==> config.mk <==
export PLATFORM = sky130hd
export DESIGN_NAME = div_fixed_complex_seq
export DESIGN_NICKNAME = d
export VERILOG_FILES = /design/src/rtl/div_fixed_complex_seq.sv
export SDC_FILE = /design/constraint.sdc
export NUM_CORES = 1
export LEC_CHECK = 0
export CAP_MARGIN = 15
export CORE_MARGIN = 5
export CORE_UTILIZATION = 56
export DETAILED_ROUTE_END_ITERATION = 8
export GPL_ROUTABILITY_DRIVEN = 0
export PLACE_DENSITY = 0.75
export SYNTH_ARGS = -nofsm -noshare
export SYNTH_HDL_FRONTEND = slang
export SYNTH_SLANG_ARGS = --single-unit
==> constraint.sdc <==
create_clock -name clk -period 7.9 [get_ports clk]
set_input_delay 1.58 -clock clk [delete_from_list [all_inputs] [get_ports clk]]
set_output_delay 1.58 -clock clk [all_outputs]
set_load 0.02 [all_outputs]
==> src/rtl/div_fixed_complex_seq.sv <==
// Sequential complex fixed-point divider y = a*conj(b)/|b|^2 on signed QI.QF operands.
// Optional round-half-away-from-zero under `define DIV_FIXED_COMPLEX_ROUND_EN.
module div_fixed_complex_seq #(
  parameter int unsigned QI = 3,
  parameter int unsigned QF = 3
) (
  input  logic                    clk,
  input  logic                    rst_n,
  input  logic                    start,
  input  logic signed [QI+QF-1:0] a_Re,
  input  logic signed [QI+QF-1:0] a_Im,
  input  logic signed [QI+QF-1:0] b_Re,
  input  logic signed [QI+QF-1:0] b_Im,
  output logic                    busy,
  output logic                    done,
  output logic signed [QI+QF-1:0] y_Re,
  output logic signed [QI+QF-1:0] y_Im,
  output logic                    overflow,
  output logic                    div_by_zero
);
  localparam int unsigned W  = QI + QF;
  localparam int unsigned PW = 2 * W;
  localparam int unsigned NW = 2 * W + 1;
  localparam int unsigned D  = 2 * W + QF;
  localparam int unsigned RW = 2 * W + 2;
  localparam int unsigned CW = $clog2(D);
  localparam logic [D:0]  POS_MAX = (D+1)'((2 ** (W - 1)) - 1);
  localparam logic [D:0]  NEG_MAX = (D+1)'(2 ** (W - 1));

  typedef enum logic [1:0] {S_IDLE, S_LOAD, S_DIV, S_DONE} state_t;

  state_t state, state_nx;

  logic signed [W-1:0] ar, ai, br, bi;
  logic [D-1:0]        dvd_re, dvd_im;
  logic [NW-1:0]       rem_re, rem_im;
  logic [NW-1:0]       den;
  logic                sgn_re, sgn_im;
  logic [CW-1:0]       cnt;

  logic signed [PW-1:0] p_rr, p_ii, p_ir, p_ri, p_brr, p_bii;
  logic signed [NW-1:0] num_re, num_im;
  logic [NW-1:0]        den_c;
  logic [PW-1:0]        mag_re, mag_im;
  logic [RW-1:0]        rsh_re, rsh_im;
  logic                 ge_re, ge_im;
  logic [NW-1:0]        rem_re_nx, rem_im_nx;
  logic [D-1:0]         dvd_re_nx, dvd_im_nx;
  logic                 rnd_re, rnd_im;
  logic [D:0]           mq_re, mq_im;
  logic [W:0]           res_re, res_im;
  logic                 last_step;

  // {saturated, value}: clamp a magnitude to the signed W-bit range given its sign
  function automatic logic [W:0] saturate(input logic [D:0] mag, input logic neg);
    logic [W:0] r;
    r = '0;
    if (!neg) begin
      if (mag > POS_MAX) r = {1'b1, 1'b0, {(W-1){1'b1}}};
      else               r = {1'b0, mag[W-1:0]};
    end else begin
      if (mag > NEG_MAX) r = {1'b1, 1'b1, {(W-1){1'b0}}};
      else               r = {1'b0, W'(-mag[W-1:0])};
    end
    return r;
  endfunction

  // Full-precision numerator and |b|^2 from the captured operands
  always_comb begin
    p_rr   = PW'(ar) * PW'(br);
    p_ii   = PW'(ai) * PW'(bi);
    p_ir   = PW'(ai) * PW'(br);
    p_ri   = PW'(ar) * PW'(bi);
    p_brr  = PW'(br) * PW'(br);
    p_bii  = PW'(bi) * PW'(bi);
    num_re = NW'(p_rr) + NW'(p_ii);
    num_im = NW'(p_ir) - NW'(p_ri);
    den_c  = NW'($unsigned(p_brr)) + NW'($unsigned(p_bii));
    mag_re = num_re[NW-1] ? PW'(-num_re) : PW'(num_re);
    mag_im = num_im[NW-1] ? PW'(-num_im) : PW'(num_im);
  end

  // One restoring step per component; the dividend register shifts quotient bits in
  always_comb begin
    rsh_re    = {rem_re, dvd_re[D-1]};
    rsh_im    = {rem_im, dvd_im[D-1]};
    ge_re     = rsh_re >= RW'(den);
    ge_im     = rsh_im >= RW'(den);
    rem_re_nx = ge_re ? NW'(rsh_re - RW'(den)) : NW'(rsh_re);
    rem_im_nx = ge_im ? NW'(rsh_im - RW'(den)) : NW'(rsh_im);
    dvd_re_nx = {dvd_re[D-2:0], ge_re};
    dvd_im_nx = {dvd_im[D-2:0], ge_im};
  end

`ifdef DIV_FIXED_COMPLEX_ROUND_EN
  assign rnd_re = {rem_re_nx, 1'b0} >= RW'(den);
  assign rnd_im = {rem_im_nx, 1'b0} >= RW'(den);
`else
  assign rnd_re = 1'b0;
  assign rnd_im = 1'b0;
`endif

  assign mq_re     = {1'b0, dvd_re_nx} + (D+1)'(rnd_re);
  assign mq_im     = {1'b0, dvd_im_nx} + (D+1)'(rnd_im);
  assign res_re    = saturate(mq_re, sgn_re);
  assign res_im    = saturate(mq_im, sgn_im);
  assign last_step = (cnt == CW'(D - 1));

  always_ff @(posedge clk or negedge rst_n) begin
    if (!rst_n) state <= S_IDLE;
    else        state <= state_nx;
  end

  always_comb begin
    state_nx = state;
    case (state)
      S_IDLE: if (start) state_nx = S_LOAD;
      S_LOAD: state_nx = S_DIV;
      S_DIV:  if (last_step) state_nx = S_DONE;
      S_DONE: state_nx = S_IDLE;
      default: state_nx = S_IDLE;
    endcase
  end

  // Datapath and registered outputs; the result is latched on the final DIV edge
  always_ff @(posedge clk or negedge rst_n) begin
    if (!rst_n) begin
      ar          <= '0;
      ai          <= '0;
      br          <= '0;
      bi          <= '0;
      dvd_re      <= '0;
      dvd_im      <= '0;
      rem_re      <= '0;
      rem_im      <= '0;
      den         <= '0;
      sgn_re      <= 1'b0;
      sgn_im      <= 1'b0;
      cnt         <= '0;
      busy        <= 1'b0;
      done        <= 1'b0;
      y_Re        <= '0;
      y_Im        <= '0;
      overflow    <= 1'b0;
      div_by_zero <= 1'b0;
    end else begin
      busy <= (state_nx == S_LOAD) || (state_nx == S_DIV);
      done <= 1'b0;
      case (state)
        S_IDLE: begin
          if (start) begin
            ar <= a_Re;
            ai <= a_Im;
            br <= b_Re;
            bi <= b_Im;
          end
        end
        S_LOAD: begin
          dvd_re <= {mag_re, {QF{1'b0}}};
          dvd_im <= {mag_im, {QF{1'b0}}};
          den    <= den_c;
          sgn_re <= num_re[NW-1];
          sgn_im <= num_im[NW-1];
          rem_re <= '0;
          rem_im <= '0;
          cnt    <= '0;
        end
        S_DIV: begin
          rem_re <= rem_re_nx;
          rem_im <= rem_im_nx;
          dvd_re <= dvd_re_nx;
          dvd_im <= dvd_im_nx;
          cnt    <= cnt + CW'(1);
          if (last_step) begin
            done <= 1'b1;
            if (den == '0) begin
              y_Re        <= '0;
              y_Im        <= '0;
              overflow    <= 1'b0;
              div_by_zero <= 1'b1;
            end else begin
              y_Re        <= res_re[W-1:0];
              y_Im        <= res_im[W-1:0];
              overflow    <= res_re[W] | res_im[W];
              div_by_zero <= 1'b0;
            end
          end
        end
        default: ;
      endcase
    end
  end

endmodule

==> flow_summary.ini <==
[synthesis]
synth_top_area_share_pct = 24.5
synth_top_flop_cell = dfrtp_1
synth_top_area_cell = fa_1
synthCells = 1653
yosysMostFrequentCell = inv_1
synth_top_family_by_area = adder cells
async_flop_share_pct = 100
synth_seq_cells = 117
netlist_top_cells_count = 260 x inv_1, 189 x fa_1, 171 x ha_1
synth_cell_types = 71
netlist_top_cells_area = fa_1 24%, dfrtp_1 19%, ha_1 14%
yosysWarnings = 0
synthMuxAreaShare_pct = 3.02
seq_area_frac_synth_pct = 19.0
synthAdderAreaFrac_pct = 38.3
synthXorXnorAreaFrac_pct = 5.67
synth_area_mm2 = 0.0154
syn_nets = 2040
avgSynthCellArea_um2 = 9.35
synth_edf_count = 0
synth_compound_area_share_pct = 12.1
synth-simple-area-share_pct = 13.6

[worst_setup_path]
arrival_ps = 6830
r2r-start = bi[5]$_DFFE_PN0P_
slowest_stage = dfrtp_1
worstPathRequired_ps = 8230
r2r_end = dvd_re[13]$_DFFE_PN0P_
max_stage_delay_ps = 810
worstSetupPathType = reg -> reg
path_cells = inv_1 -> nor2_1 -> fa_1 -> fa_1 -> fa_1 -> fa_1 -> fa_1 -> ha_1 -> ha_1 -> a21o_1 -> a21oi_1 -> nor3b_1 -> o31ai_2 -> xnor2_1 -> buf_4 -> a31oi_1 -> xnor2_1 -> a221o_1
r2r.worst_path.cells = 18
cp_common_cell = fa_1
r2r_slack_ps = 1400
worstSetupStartpointType = flip-flop
end_kind = flip-flop
setup.worst_path.start = bi[5]$_DFFE_PN0P_
cp_num_buf_inv = 2
crit_fanout = 16
crit_family = adder cells

[final_layout]
area_growth_pct = 8.37
layout.nets = 2043
fill_cells = 2249
multiInputGateArea_mm2 = 0.0112
register_area_mm2 = 0.00293
fin_area_mm2 = 0.0167
instances_no_fill = 2010
final_layout_size_suffix_gt1_share_pct = 5.33
diodes = 0

[sta]
final-setup-viol-count = 0
fin_crit_sh_pct = 82.3
setup_tns_ps = 0
tightest_slew_ps = 870
min_period_ps = 6500
fin_skew_ps = 13.5
layout_setup_ws_ps = 1400
drv_slew = 0
max_slew_margin_pct = 42.0
hold_viol_final = 0
rsz0062_at_grt = false
fmax_mhz = 154

[floorplan]
chipHeight_um = 176
io_pins = 43
dieArea_mm2 = 0.0310
die_width_um = 176
core_mm2 = 0.0270
initial_core_util_pct = 57.2
rows = 60

[min_path]
hold_end = y_Re[2]$_DFFE_PN0P_
hp-class = reg -> reg
min_path_cells = 2
hp-start = y_Re[2]$_DFFE_PN0P_

[grt]
grt_pass1_wl_um = 57600
grt_max_degree = 60
track_usage_pct = 22.8
grt_pass1_vias = 12000
grt_overflow = 0
antenna_found_initial = 0

[place]
portBuffers = 42
dp_hpwl_um = 25800
dpl_cell_area_mm2 = 0.0161
placed_cells = 1978
preCtsSetupSlack_ps = 1470

[clock_tree]
cts_resized = 0
cts_buffers = 17
root_buffer = clkbuf_16
path_clk_slew_ps = 70
cts.path.max_buffers = 2
hold_buffers = 0
cts.sinks = 117
clk-insertion-delay-late_ps = 440
cts_htree_levels = 4
post_cts.repair.setup_buffers = 0
cts_tree = yes

[route]
avgViaCountPerCell = 5.73
postRouteAntennaNets = 0
wl_per_cell_um = 16.8
firstDrtPassIters = 5
vias = 11500
finalWirelength_um = 33800
drt_iter0_drc = 745
drc = 0

[status]
status = complete, no violations

[run]
drv_cap = 0
==> layout by cell type (no fill, tap or decap), types with 14 or more instances in the layout <==
cell type	synthesis	final
a21oi_1	58	58
a22o_1	14	14
a22oi_1	14	14
a31oi_1	15	15
and2_1	87	87
buf_4	4	15
clkbuf_16	0	17
clkdlybuf4s50_1	0	41
dfrtp_1	117	117
fa_1	189	189
ha_1	171	171
inv_1	260	260
mux2_2	26	26
mux2i_1	16	16
nand2_1	116	116
nand2b_1	31	31
nor2_1	83	83
nor2b_1	19	19
nor3_1	17	17
o21ai_0	72	72
xnor2_1	77	77
xor2_1	23	23
==> worst max path at each step <==
stage | slack, ps | to | depth (start not counted)
finish | 1400 | dvd_re[13]$_DFFE_PN0P_ | 18
CTS | 1450 | dvd_re[13]$_DFFE_PN0P_ | 18
floorplan | 1930 | dvd_re[4]$_DFFE_PN0P_ | 20
detailed placement | 1470 | dvd_im[4]$_DFFE_PN0P_ | 18
global placement | 1600 | dvd_re[13]$_DFFE_PN0P_ | 18
global route | 1030 | dvd_re[13]$_DFFE_PN0P_ | 18
==> flip-flops by register name (all words and copies together) (netlist names), 2 cells and up <==
signal	flops
state	2
rem_re	13
br	6
ar	6
y_Re	6
rem_im	13
den	13
bi	6
cnt	4
y_Im	6
dvd_im	15
dvd_re	15
ai	6
==> final cells by class <==
type,count,area share [%]
Clock buffer,18,2.62
Clock inverter,14,1.17
Inverter,263,5.90
Multi-Input combinational cell,1201,67.1
Sequential cell,117,17.5
Tap cell,341,2.55
Timing Repair Buffer,56,3.12
==> logic make-up after synthesis <==
kind of cell | count (synthesis)
AO/OA/AOI/OAI | 282
buffers and inverters | 335
multiplexers | 43
adder cells (fa/ha/maj) | 360
XOR/XNOR | 100
AND/OR/NAND/NOR | 416
flip-flops | 117
==> through the flow <==
stage	hold slack, ps	utilization, %
floorplan	476	-
global placement	459	59.6
detailed placement	469	59.6
CTS	486	61.9
global route	502	61.9
finish	477	61.9
==> worst reg2reg max path: cells and delay by family, from the launching register on <==
family / cells / cell delay [ps]
adders and majority gates: 7 / 3160
DFF: 1 / 810
buffers and inverters: 2 / 590
xor gates and xnor gates: 2 / 350
and+or+nand+nor: 2 / 600
AOI/OAI and AO/OA: 5 / 890
==> layer usage <==
metal / vias up / routed length, um / track usage, %
met3: 62 / 1710 / 3.94
met2: 273 / 16300 / 39.0
li1: 5425 / - / -
met4: 0 / 925 / 7.15
met5: - / 0 / 0
met1: 5749 / 14800 / 29.6
Power is not shown: default switching activity piles up to over one toggle a cycle in this logic, so the estimate is an artifact.
